==> config.mk <==
export PLATFORM = sky130hd
export DESIGN_NAME = clock_monitor
export DESIGN_NICKNAME = d
export VERILOG_FILES = /design/src/rtl/clock_monitor_pkg.sv /design/src/rtl/edge_synchronizer.sv /design/src/rtl/clock_monitor.sv
export SDC_FILE = /design/constraint.sdc
export NUM_CORES = 1
export LEC_CHECK = 0
export CORE_MARGIN = 1
export CORE_UTILIZATION = 29
export DETAILED_ROUTE_END_ITERATION = 8
export PLACE_DENSITY = 0.45
export SLEW_MARGIN = 10
export SYNTH_ARGS = -nofsm -noshare
export SYNTH_HDL_FRONTEND = slang
export SYNTH_SLANG_ARGS = --single-unit
==> constraint.sdc <==
create_clock -name i_clock -period 6.4 [get_ports i_clock]
set_input_delay 1.28 -clock i_clock [delete_from_list [all_inputs] [get_ports i_clock]]
set_output_delay 1.28 -clock i_clock [all_outputs]
set_load 0.005 [all_outputs]
==> src/rtl/clock_monitor_pkg.sv <==
// Shared types and constants for the target-clock monitor.
package clock_monitor_pkg;

  localparam int unsigned STATE_W     = 2;
  localparam int unsigned SYNC_STAGES = 2;

  typedef enum logic [STATE_W-1:0] {
    S_IDLE    = 2'd0,
    S_ARM     = 2'd1,
    S_MEASURE = 2'd2,
    S_STOPPED = 2'd3
  } state_e;

endpackage

==> src/rtl/edge_synchronizer.sv <==
// Multi-flop synchronizer for an asynchronous level, plus a history flop
// that turns the synchronized level into single-cycle rise/fall strobes.
module edge_synchronizer
  import clock_monitor_pkg::*;
#(
  parameter int unsigned STAGES = SYNC_STAGES
) (
  input  logic i_clock,
  input  logic i_reset,
  input  logic i_async,
  output logic o_level,
  output logic o_rise,
  output logic o_fall
);

  logic [STAGES-1:0] sync_q;
  logic              hist_q;

  always_ff @(posedge i_clock or posedge i_reset) begin
    if (i_reset) begin
      sync_q <= '0;
      hist_q <= 1'b0;
    end else begin
      sync_q <= {sync_q[STAGES-2:0], i_async};
      hist_q <= sync_q[STAGES-1];
    end
  end

  assign o_level = sync_q[STAGES-1];
  assign o_rise  = sync_q[STAGES-1] & ~hist_q;
  assign o_fall  = ~sync_q[STAGES-1] & hist_q;

endmodule

==> src/rtl/clock_monitor.sv <==
// Measures period and high time of an asynchronous target clock in system
// clock cycles, flagging stopped clocks and sub-minimum pulses.
module clock_monitor
  import clock_monitor_pkg::*;
#(
  parameter int unsigned WIDTH     = 16,
  parameter int unsigned TIMEOUT   = 1000,
  parameter int unsigned MIN_PULSE = 2
) (
  input  logic             i_clock,
  input  logic             i_reset,
  input  logic             i_enable,
  input  logic             i_target,
  output logic [WIDTH-1:0] o_period,
  output logic [WIDTH-1:0] o_high,
  output logic             o_measured,
  output logic             o_valid,
  output logic             o_stopped,
  output logic             o_glitch
);

  localparam logic [WIDTH-1:0] CNT_MAX   = '1;
  localparam logic [WIDTH-1:0] TIMEOUT_C = WIDTH'(TIMEOUT);
  localparam logic [WIDTH-1:0] MIN_C     = WIDTH'(MIN_PULSE);
  localparam logic [WIDTH-1:0] ONE       = WIDTH'(1);

  state_e           state_q, state_d;
  logic [WIDTH-1:0] cnt_q, cnt_d;
  logic [WIDTH-1:0] high_tmp_q, high_tmp_d;
  logic [WIDTH-1:0] period_q, period_d;
  logic [WIDTH-1:0] high_q, high_d;
  logic             seen_q, seen_d;
  logic             measured_q, measured_d;
  logic             valid_q, valid_d;
  logic             glitch_q, glitch_d;

  logic             tgt_rise, tgt_fall, tgt_level_unused;
  logic [WIDTH-1:0] low;
  logic             timeout;

  edge_synchronizer #(.STAGES(SYNC_STAGES)) u_sync (
    .i_clock (i_clock),
    .i_reset (i_reset),
    .i_async (i_target),
    .o_level (tgt_level_unused),
    .o_rise  (tgt_rise),
    .o_fall  (tgt_fall)
  );

  always_ff @(posedge i_clock or posedge i_reset) begin
    if (i_reset) begin
      state_q    <= S_IDLE;
      cnt_q      <= '0;
      high_tmp_q <= '0;
      period_q   <= '0;
      high_q     <= '0;
      seen_q     <= 1'b0;
      measured_q <= 1'b0;
      valid_q    <= 1'b0;
      glitch_q   <= 1'b0;
    end else begin
      state_q    <= state_d;
      cnt_q      <= cnt_d;
      high_tmp_q <= high_tmp_d;
      period_q   <= period_d;
      high_q     <= high_d;
      seen_q     <= seen_d;
      measured_q <= measured_d;
      valid_q    <= valid_d;
      glitch_q   <= glitch_d;
    end
  end

  always_comb begin
    state_d    = state_q;
    cnt_d      = (cnt_q == CNT_MAX) ? cnt_q : cnt_q + ONE;
    high_tmp_d = high_tmp_q;
    period_d   = period_q;
    high_d     = high_q;
    seen_d     = seen_q;
    measured_d = 1'b0;
    valid_d    = valid_q;
    glitch_d   = glitch_q;
    low        = cnt_q - high_tmp_q;
    timeout    = (cnt_q == TIMEOUT_C);

    if (!i_enable) begin
      state_d  = S_IDLE;
      cnt_d    = '0;
      seen_d   = 1'b0;
      valid_d  = 1'b0;
      glitch_d = 1'b0;
    end else begin
      unique case (state_q)
        S_IDLE: begin
          state_d = S_ARM;
          cnt_d   = '0;
        end
        S_ARM: begin
          if (tgt_rise) begin
            state_d = S_MEASURE;
            cnt_d   = ONE;
            seen_d  = 1'b0;
          end else if (timeout) begin
            state_d = S_STOPPED;
            valid_d = 1'b0;
          end
        end
        S_MEASURE: begin
          if (tgt_fall) begin
            high_tmp_d = cnt_q;
            seen_d     = 1'b1;
          end
          // seen_q guards the first rise after ARM/STOPPED, which has no high time yet
          if (tgt_rise) begin
            cnt_d  = ONE;
            seen_d = 1'b0;
            if (seen_q) begin
              if (high_tmp_q >= MIN_C && low >= MIN_C) begin
                period_d   = cnt_q;
                high_d     = high_tmp_q;
                measured_d = 1'b1;
                valid_d    = 1'b1;
              end else begin
                glitch_d = 1'b1;
              end
            end
          end else if (timeout) begin
            state_d = S_STOPPED;
            valid_d = 1'b0;
          end
        end
        S_STOPPED: begin
          if (tgt_rise) begin
            state_d = S_MEASURE;
            cnt_d   = ONE;
            seen_d  = 1'b0;
          end
        end
        default: state_d = S_IDLE;
      endcase
    end
  end

  assign o_period   = period_q;
  assign o_high     = high_q;
  assign o_measured = measured_q;
  assign o_valid    = valid_q;
  assign o_stopped  = (state_q == S_STOPPED);
  assign o_glitch   = glitch_q;

endmodule

# Yosys cells after proc, flatten, opt, wreduce, memory -nomap -nowiden
# Cells that the tools add are included.
# word_totals
reg_bits	73
latch_bits	0
ramBits	0
rom_bits	0
input_bits	4
output_inout_bits	36
word_cells	80
memories	0
# classes
addsub	2
mul	0
div_mod_pow	0
n_lt_le_gt_ge	2
n_eq_ne	19
shift	0
mux	32
bitwise_logic	4
reduce_logical	10
# ops
op	count
2-to-1 mux 16 bit	3
>= comparator 16 x 2 -> 1 bit (second input constant)	2
case mux 16 bit (2 select lines)	1
2-to-1 mux 1 bit	20
adder 16 x 1 -> 16 bit (second input constant)	1
equality test 16 x 10 -> 1 bit (second input constant)	1
equality test 16 bit (second input constant)	1
inequality test 4 bit (second input constant)	4
subtractor 16 bit	1
2-to-1 mux 2 bit	5
inequality test 3 x 2 -> 1 bit (second input constant)	3
case mux 2 bit (4 select lines)	1
AND reduction 4 bit	2
inequality test 2 x 1 -> 1 bit (second input constant)	3
inequality test 3 bit (second input constant)	2
AND reduction 3 bit	2
AND reduction 5 bit	1
equality test 2 bit (second input constant)	2
case mux 1 bit (2 select lines)	2
inequality test 3 x 1 -> 1 bit (second input constant)	1
OR reduction 3 bit	1
AND 1 bit	2
equality test 2 x 1 -> 1 bit (second input constant)	1
logical NOT 2 bit	1
other kinds (5)	6

# Depth between registers and ports, before layout
# Gate-level depths: netlist (run 1).
# logic_depth
ltp_word	8
depth_mapped	12
depth_no_buf	11

# By module
# From an unflattened synthesis (run 1), not the netlist that was laid out.
# unflattened
hier_cells	390
area_unflattened_um2	4120.2
# modules_own_cells
module	instances	cells_per_inst	area_per_inst_um2	seq_area_each_um2
clock_monitor	1	384	4026.4	1751.7
edge_synchronizer	1	6	93.8	75.1

# Worst setup path after synthesis (run 1)
# Ideal clock, no wire load.
# synth_timing
kind	register to register
start	register cnt_q[7]
end	register high_q[10], in the netlist o_high[10]
setup_ps	125
t_arrival_ps	2861
t_required_ps	6275
setup_slack_ps	3414
stages_incl_launch_ff	12
path_buffers	2
period_less_slack_ps	2986
cell_sequence	dfrtp_1 > ha_1 > buf_6 > a21o_1 > a31o_1 > a41o_1 > or3_1 > a22oi_1 > nand4_2 > nand4b_4 > buf_12 > mux2_4
# synth_via
elab_chain_cells	4
# synth_lines
item	line	rtl
start, declared	clock_monitor.sv:28	logic [WIDTH-1:0] cnt_q, cnt_d;
start signal, assigned	clock_monitor.sv:63	cnt_q <= cnt_d;
subtractor 16 bit	clock_monitor.sv:84	low = cnt_q - high_tmp_q;
>= comparator 16 x 2 -> 1 bit	clock_monitor.sv:119	if (high_tmp_q >= MIN_C && low >= MIN_C) begin
logical AND 1 bit	clock_monitor.sv:119	
AND reduction 5 bit (no line)	--	
end signal, assigned	clock_monitor.sv:66	high_q <= high_d;
end, declared	clock_monitor.sv:31	logic [WIDTH-1:0] high_q, high_d;
# Every way passes these cells.
# A chain may end at the register's enable or synchronous reset.

# Worst setup path in the final report (run 1)
# layout_timing
start	register cnt_q[0]
end	register period_q[8], in the netlist o_period[8]
# layout_via
elab_chain_cells	4
# layout_lines
item	line	rtl
subtractor 16 bit	clock_monitor.sv:84	
>= comparator 16 x 2 -> 1 bit	clock_monitor.sv:119	
logical AND 1 bit	clock_monitor.sv:119	
AND reduction 5 bit (no line)	--	
end signal, assigned	clock_monitor.sv:65	period_q <= period_d;
end, declared	clock_monitor.sv:30	logic [WIDTH-1:0] period_q, period_d;
# Every way passes these cells.

==> results of run 1 <==
[worst min-delay path by stage]
stage | startpoint | end | slack, ns | cells past startpoint
6_report | u_sync.sync_q[0]$_DFF_PP0_ | u_sync.sync_q[1]$_DFF_PP0_ | 0.35 | 0
5_1_grt | u_sync.sync_q[0]$_DFF_PP0_ | u_sync.sync_q[1]$_DFF_PP0_ | 0.37 | 0
4_1_cts | u_sync.sync_q[0]$_DFF_PP0_ | u_sync.sync_q[1]$_DFF_PP0_ | 0.36 | 0
3_5_place_dp | u_sync.sync_q[0]$_DFF_PP0_ | u_sync.sync_q[1]$_DFF_PP0_ | 0.34 | 0
3_3_place_gp | u_sync.sync_q[0]$_DFF_PP0_ | u_sync.sync_q[1]$_DFF_PP0_ | 0.34 | 0
2_1_floorplan | u_sync.sync_q[0]$_DFF_PP0_ | u_sync.sync_q[1]$_DFF_PP0_ | 0.33 | 0
[cell usage after synthesis (3+ instances only)]
cell type	n	share of area, %
a211oi_1	6	1.1
and3_1	4	0.60
buf_12	3	1.4
a21o_1	5	0.90
mux2_4	29	10
o2111ai_1	3	0.63
nand3_1	11	1.3
or3_1	5	0.75
mux2i_1	3	0.72
xnor2_1	4	0.84
clkbuf_1	14	1.3
ha_1	17	5.1
dfrtp_1	73	44
nor2b_1	3	0.45
inv_1	24	2.2
nor4_1	6	0.90
buf_2	3	0.36
o21ai_0	33	4.0
mux2_2	5	1.4
xor2_1	12	2.5
nor3_1	7	0.84
nor2_1	20	1.8
nand2_1	31	2.8
nand2b_1	3	0.45
nand4_1	10	1.5
a21oi_1	24	2.9
and2_1	3	0.45
[logic make-up after synthesis]
| kind of cell | synth area share, % |
|---|---|
| adders and majority gates | 5.609 |
| DFF | 44.03 |
| buffers and inverters | 5.519 |
| muxes | 12.58 |
| and+or+nand+nor | 14.93 |
| xor gates and xnor gates | 3.377 |
| AOI/OAI and AO/OA | 13.96 |
[flip-flops by register name, indices dropped and copies added (netlist names)]
name and count:
u_sync.sync_q 2, u_sync.hist_q 1, o_valid 1, o_measured 1, state_q 2, o_high 16
o_glitch 1, high_tmp_q 16, seen_q 1, o_period 16, cnt_q 16
[layer usage]
metal  vias to the layer above  track usage (%)  share of wire [%]
met4                         0            6.173                2.2
met5                         -                0                  0
met2                        63            21.73                 44
met3                        18            3.558                3.5
li1                       1477                -                  -
met1                      1453            20.02                 50
[area by class of cell]
class,instances,area [um^2]
Tap cell,180,225.2
Sequential cell,73,1827
Clock inverter,2,35.03
Timing Repair Buffer,40,397.9
Inverter,24,90.09
Multi-Input combinational cell,278,2093
Fill cell,1407,8992
Clock buffer,14,274.0
[power groups by stage]
stage,combinational [mW],sequential (mW),clock (mW)
2_1_floorplan,0.147,0.515,0
3_3_place_gp,0.186,0.531,0
3_5_place_dp,0.187,0.532,0
4_1_cts,0.187,0.523,0.528
5_1_grt,0.211,0.528,0.551
6_report,0.187,0.523,0.513
==> results.yml, run 1 <==
layout:
  nets: 448
  stdcell_area_um2: 4942
  stdcell_count: 611
  final_common_cell: "dfrtp_1"
  area_growth_syn_to_layout_pct: 19.12
  drive_above_1_share_pct: 13.46
  post-route-util_pct: 35.47
  diodes: 0
  final_cell_mix: "dfrtp_1 (73), clkdlybuf4s50_1 (39), o21ai_0 (33), nand2_1 (31), mux2_4 (29)"
drt:
  drc_errors: 0
  ant_nets: 0
  dr.pass1.iters: 4
  post_drt_via_cell_ratio: 4.928
  avgRoutedWirePerCell_um: 16.24
  vias: 3011
  drt_iter0_drc: 107
  drt-total-wl_um: 9924
global_routing:
  grt_pass1_wl_um: 16290
  grt_use_total_pct: 14.58
  antenna_found_initial: 0
  first_global_vias: 3066
  gr-total-overflow: 0
  grt_start_max_net_pins: 74
placed_design:
  dp_cells: 595
  gp_congestion: 0.8072
  io_buffers: 39
  placed_area_um2: 4633
  dp_hpwl_um: 7044
  pre_cts_slack_ns: 2.613
cts:
  clock_path_buffers: 2
  postCtsSetupRepairBufs: 0
  root_buffer: "clkbuf_16"
  cts.htree.levels: 3
  path_clk_slew_ns: 0.05
  cts_tree: "done"
  clock_latency_ns: 0.33
  clkSinkCount: 73
  holdBufCountCts: 0
  cts_made_buffers: 9
  cts-resized-gates: 0
setup_path:
  crit_path_max_fanout: 33
  startpoint: "cnt_q[0]$_DFFE_PP0P_"
  crit_chain: "inv_1, ha_1, fa_1, nor2b_1, o2111ai_1, a311oi_1, or3_1, a22oi_1, nand4_2, nand4b_4, mux2_4"
  worstSetupPathDepth: 11
  worst_ep_arrival_time_ns: 3.96
  start_kind: "flip-flop"
  crit_path_end_kind: "flip-flop"
  rr_worst_depth: 11
  r2r_setup_slack_ns: 2.66
  cpLargestDelayFamily: "simple AND/OR/NAND/NOR gates"
  rr_endpoint: "o_period[8]$_DFFE_PP0P_"
  r2r-start: "cnt_q[0]$_DFFE_PP0P_"
  critPathSlowestCell: "nand4b_4"
  cp-endpoint: "o_period[8]$_DFFE_PP0P_"
  critPathBufInv: 1
  crit_type: "flip-flop to flip-flop"
  required_ns: 6.61
  slowest_delay_ns: 0.66
floorplanning:
  core_um2: 13930
  ios: 40
  die_w_um: 121.6
  initial_core_util_pct: 29.77
  fp.dieH_um: 121.6
  row_count: 43
  dieArea_um2: 14790
synth:
  synth_edf_count: 0
  avgSynthCellArea_um2: 10.48
  yosysSeqAreaShare_pct: 44.03
  synth.distinct_cells: 56
  synth-seq-cells: 73
  yosysWarnings: 0
  syn_nets: 418
  syn_area_um2: 4149
  synthFlopType: "dfrtp_1"
  synthArstFlopShare_pct: 100.0
  syn_inst: 396
flow_run:
  drv_cap: 0
pwr:
  powerDensity_nw_per_um2: 247.4
  pwr-share-clk_pct: 41.9
  p_seq_share_pct: 42.8
  ir_drop_uv: 115.5
  switchingPower_mw: 0.3276
  swShare_pct: 26.80
  p_leak_nw: 2.261
  combPwrFrac_pct: 15.3
  total_power_mw: 1.223
  p_int_mw: 0.8949
timing:
  hold_ws_ns: 0.3540
  setup_viol: 0
  fmax_mhz: 267.1
  slew_headroom_pct: 30.10
  min_period_over_period_pct: 58.49
  fin_crit_ns: 3.744
  skew_ns: 0.004575
  finalMaxSlewViolations: 0
  fin_setup_tns_ns: 0
  finalHoldViolCount: 0
  max_slew.worst_pin.slew_ns: 1.049
  grt_setup_unrepaired: "no"
  fin_ws_ns: 2.657
run_status:
  status: "completed"
worst_hold_path:
  hold_class: "flip-flop to flip-flop"
No activity file was read; power rests on OpenSTA's default activity.
==> run 2: changes to the inputs <==
==> constraint.sdc (replaced) <==
create_clock -name i_clock -period 3.8 [get_ports i_clock]
set_input_delay 0.76 -clock i_clock [delete_from_list [all_inputs] [get_ports i_clock]]
set_output_delay 0.76 -clock i_clock [all_outputs]
set_load 0.005 [all_outputs]
==> run 2 against run 1 <==
  * Clock skew shrank 0.0016 ns
  * Largest cell class unchanged
  * Core utilization rose by 1.1 points
  * Largest power group is now the clock network
  * Combinational power is 73% higher
  * Highest routed layer unchanged
  * Critical endpoint is now o_high[3]$_DFFE_PP0P_
  * Routed wire length up 7.2%
  * Sequential cell count is the same
==> results.yml, run 2 (synthesis gave the netlist of run 1 again) <==
run_status:
  status: "completed"
setup_path:
  rr_endpoint: "o_high[3]$_DFFE_PP0P_"
  crit_type: "flip-flop to flip-flop"
  r2r-start: "cnt_q[6]$_DFFE_PP0P_"
  start_kind: "flip-flop"
  rr_worst_depth: 9
  crit_path_max_fanout: 17
  required_ns: 4.02
  r2r_setup_slack_ns: 0.26
  crit_path_end_kind: "flip-flop"
  worst_ep_arrival_time_ns: 3.76
timing:
  min_period_over_period_pct: 93.20
  finalMaxSlewViolations: 0
  setup_viol: 0
  hold_ws_ns: 0.3537
  fin_ws_ns: 0.2586
  fin_crit_ns: 3.541
  fin_setup_tns_ns: 0
  skew_ns: 0.003005
  finalHoldViolCount: 0
  fmax_mhz: 282.4
  grt_setup_unrepaired: "no"
  max_slew.worst_pin.slew_ns: 0.7514
  slew_headroom_pct: 49.22
layout:
  nets: 463
  final_common_cell: "dfrtp_1"
  stdcell_area_um2: 5101
  drive_above_1_share_pct: 16.82
  area_growth_syn_to_layout_pct: 22.95
  nFillCells: 1373
  diodes: 0
  final_cell_mix: "dfrtp_1 (73), clkdlybuf4s50_1 (39), o21ai_0 (33), nand2_1 (31), mux2_4 (29)"
drt:
  vias: 3137
  drc_errors: 0
  dr.pass1.iters: 4
  ant_nets: 0
  drt-total-wl_um: 10640
  drt_iter0_drc: 115
  post_drt_via_cell_ratio: 5.011
  avgRoutedWirePerCell_um: 17.00
global_routing:
  first_global_vias: 3108
  grt_use_total_pct: 15.81
  gr-total-overflow: 0
  grt_pass1_wl_um: 17510
  antenna_found_initial: 0
  grt_start_max_net_pins: 47
pwr:
  total_power_mw: 2.145
  ir_drop_uv: 213.9
  powerDensity_nw_per_um2: 420.6
  p_leak_nw: 2.360
cts:
  cts-resized-gates: 0
  postCtsSetupRepairBufs: 0
  clkSinkCount: 73
  cts_made_buffers: 9
  clock_latency_ns: 0.34
  path_clk_slew_ns: 0.06
  cts.htree.levels: 3
  root_buffer: "clkbuf_16"
  cts_tree: "done"
  clock_path_buffers: 2
  holdBufCountCts: 0
placed_design:
  placed_area_um2: 4771
  io_buffers: 39
  gp_congestion: 0.8557
  pre_cts_slack_ns: 0.3070
  dp_hpwl_um: 7785
floorplanning:
  row_count: 43
  ios: 40
  initial_core_util_pct: 29.77
  die_w_um: 121.6
  fp.dieH_um: 121.6
  core_um2: 13930
  dieArea_um2: 14790
flow_run:
  drv_cap: 0
worst_hold_path:
  hold_class: "flip-flop to flip-flop"
  hp-start: "u_sync.sync_q[0]$_DFF_PP0_"
  holdPathEnd: "u_sync.sync_q[1]$_DFF_PP0_"
  hold_path_depth: 0
-- run 2: how the worst max path moves through the flow --
| stage | startpoint | end | slack, ns | depth (start not counted) |
|---|---|---|---|---|
| floorplan | cnt_q[7]$_DFFE_PP0P_ | o_high[10]$_DFFE_PP0P_ | 0.81 | 11 |
| global placement | cnt_q[0]$_DFFE_PP0P_ | o_high[2]$_DFFE_PP0P_ | 0.31 | 12 |
| detailed placement | cnt_q[6]$_DFFE_PP0P_ | o_high[3]$_DFFE_PP0P_ | 0.31 | 9 |
| CTS | cnt_q[6]$_DFFE_PP0P_ | o_high[3]$_DFFE_PP0P_ | 0.27 | 9 |
| global route | cnt_q[6]$_DFFE_PP0P_ | o_high[3]$_DFFE_PP0P_ | 0.02 | 9 |
| finish | cnt_q[6]$_DFFE_PP0P_ | o_high[3]$_DFFE_PP0P_ | 0.26 | 9 |
-- run 2: critical path: stages, from the launching register on --
cell       delay (ns)
dfrtp_1          0.48
ha_1             0.51
a21oi_1          0.34
o21ai_0          0.21
or3_1            0.42
a2111oi_4        0.42
nand4_2          0.22
nand4b_4         0.16
buf_4            0.32
mux2_4           0.33
-- run 2: cell type report --
type | count | area (um^2) | share of cell area, %
Clock buffer | 11 | 252.7 | 4.955
Clock inverter | 5 | 77.57 | 1.521
Inverter | 24 | 90.09 | 1.766
Multi-Input combinational cell | 278 | 2093 | 41.04
Sequential cell | 73 | 1827 | 35.81
Tap cell | 180 | 225.2 | 4.415
Timing Repair Buffer | 55 | 535.5 | 10.50
-- run 2: through the flow --
stage          util (%)  std cells
2_1_floorplan         -        396
3_3_place_gp      34.24        610
3_5_place_dp      34.24        610
4_1_cts           36.61        626
5_1_grt           36.61        626
6_report          36.61        626
-- run 2: per-layer routing --
metal / up-vias / part of all wire, % / track usage (%)
li1: 1507 / - / -
met1: 1558 / 51 / 22.53
met2: 62 / 44 / 22.87
met3: 10 / 3.8 / 4.307
met4: 0 / 1.2 / 5.401
met5: - / 0 / 0
-- run 2: where the power goes --
part / leakage, nW / switching [mW] / internal (mW)
sequential: 0.960 / 0.0575 / 0.824
combinational: 1.24 / 0.201 / 0.123
clock: 0.162 / 0.332 / 0.608
total: 2.36 / 0.590 / 1.56
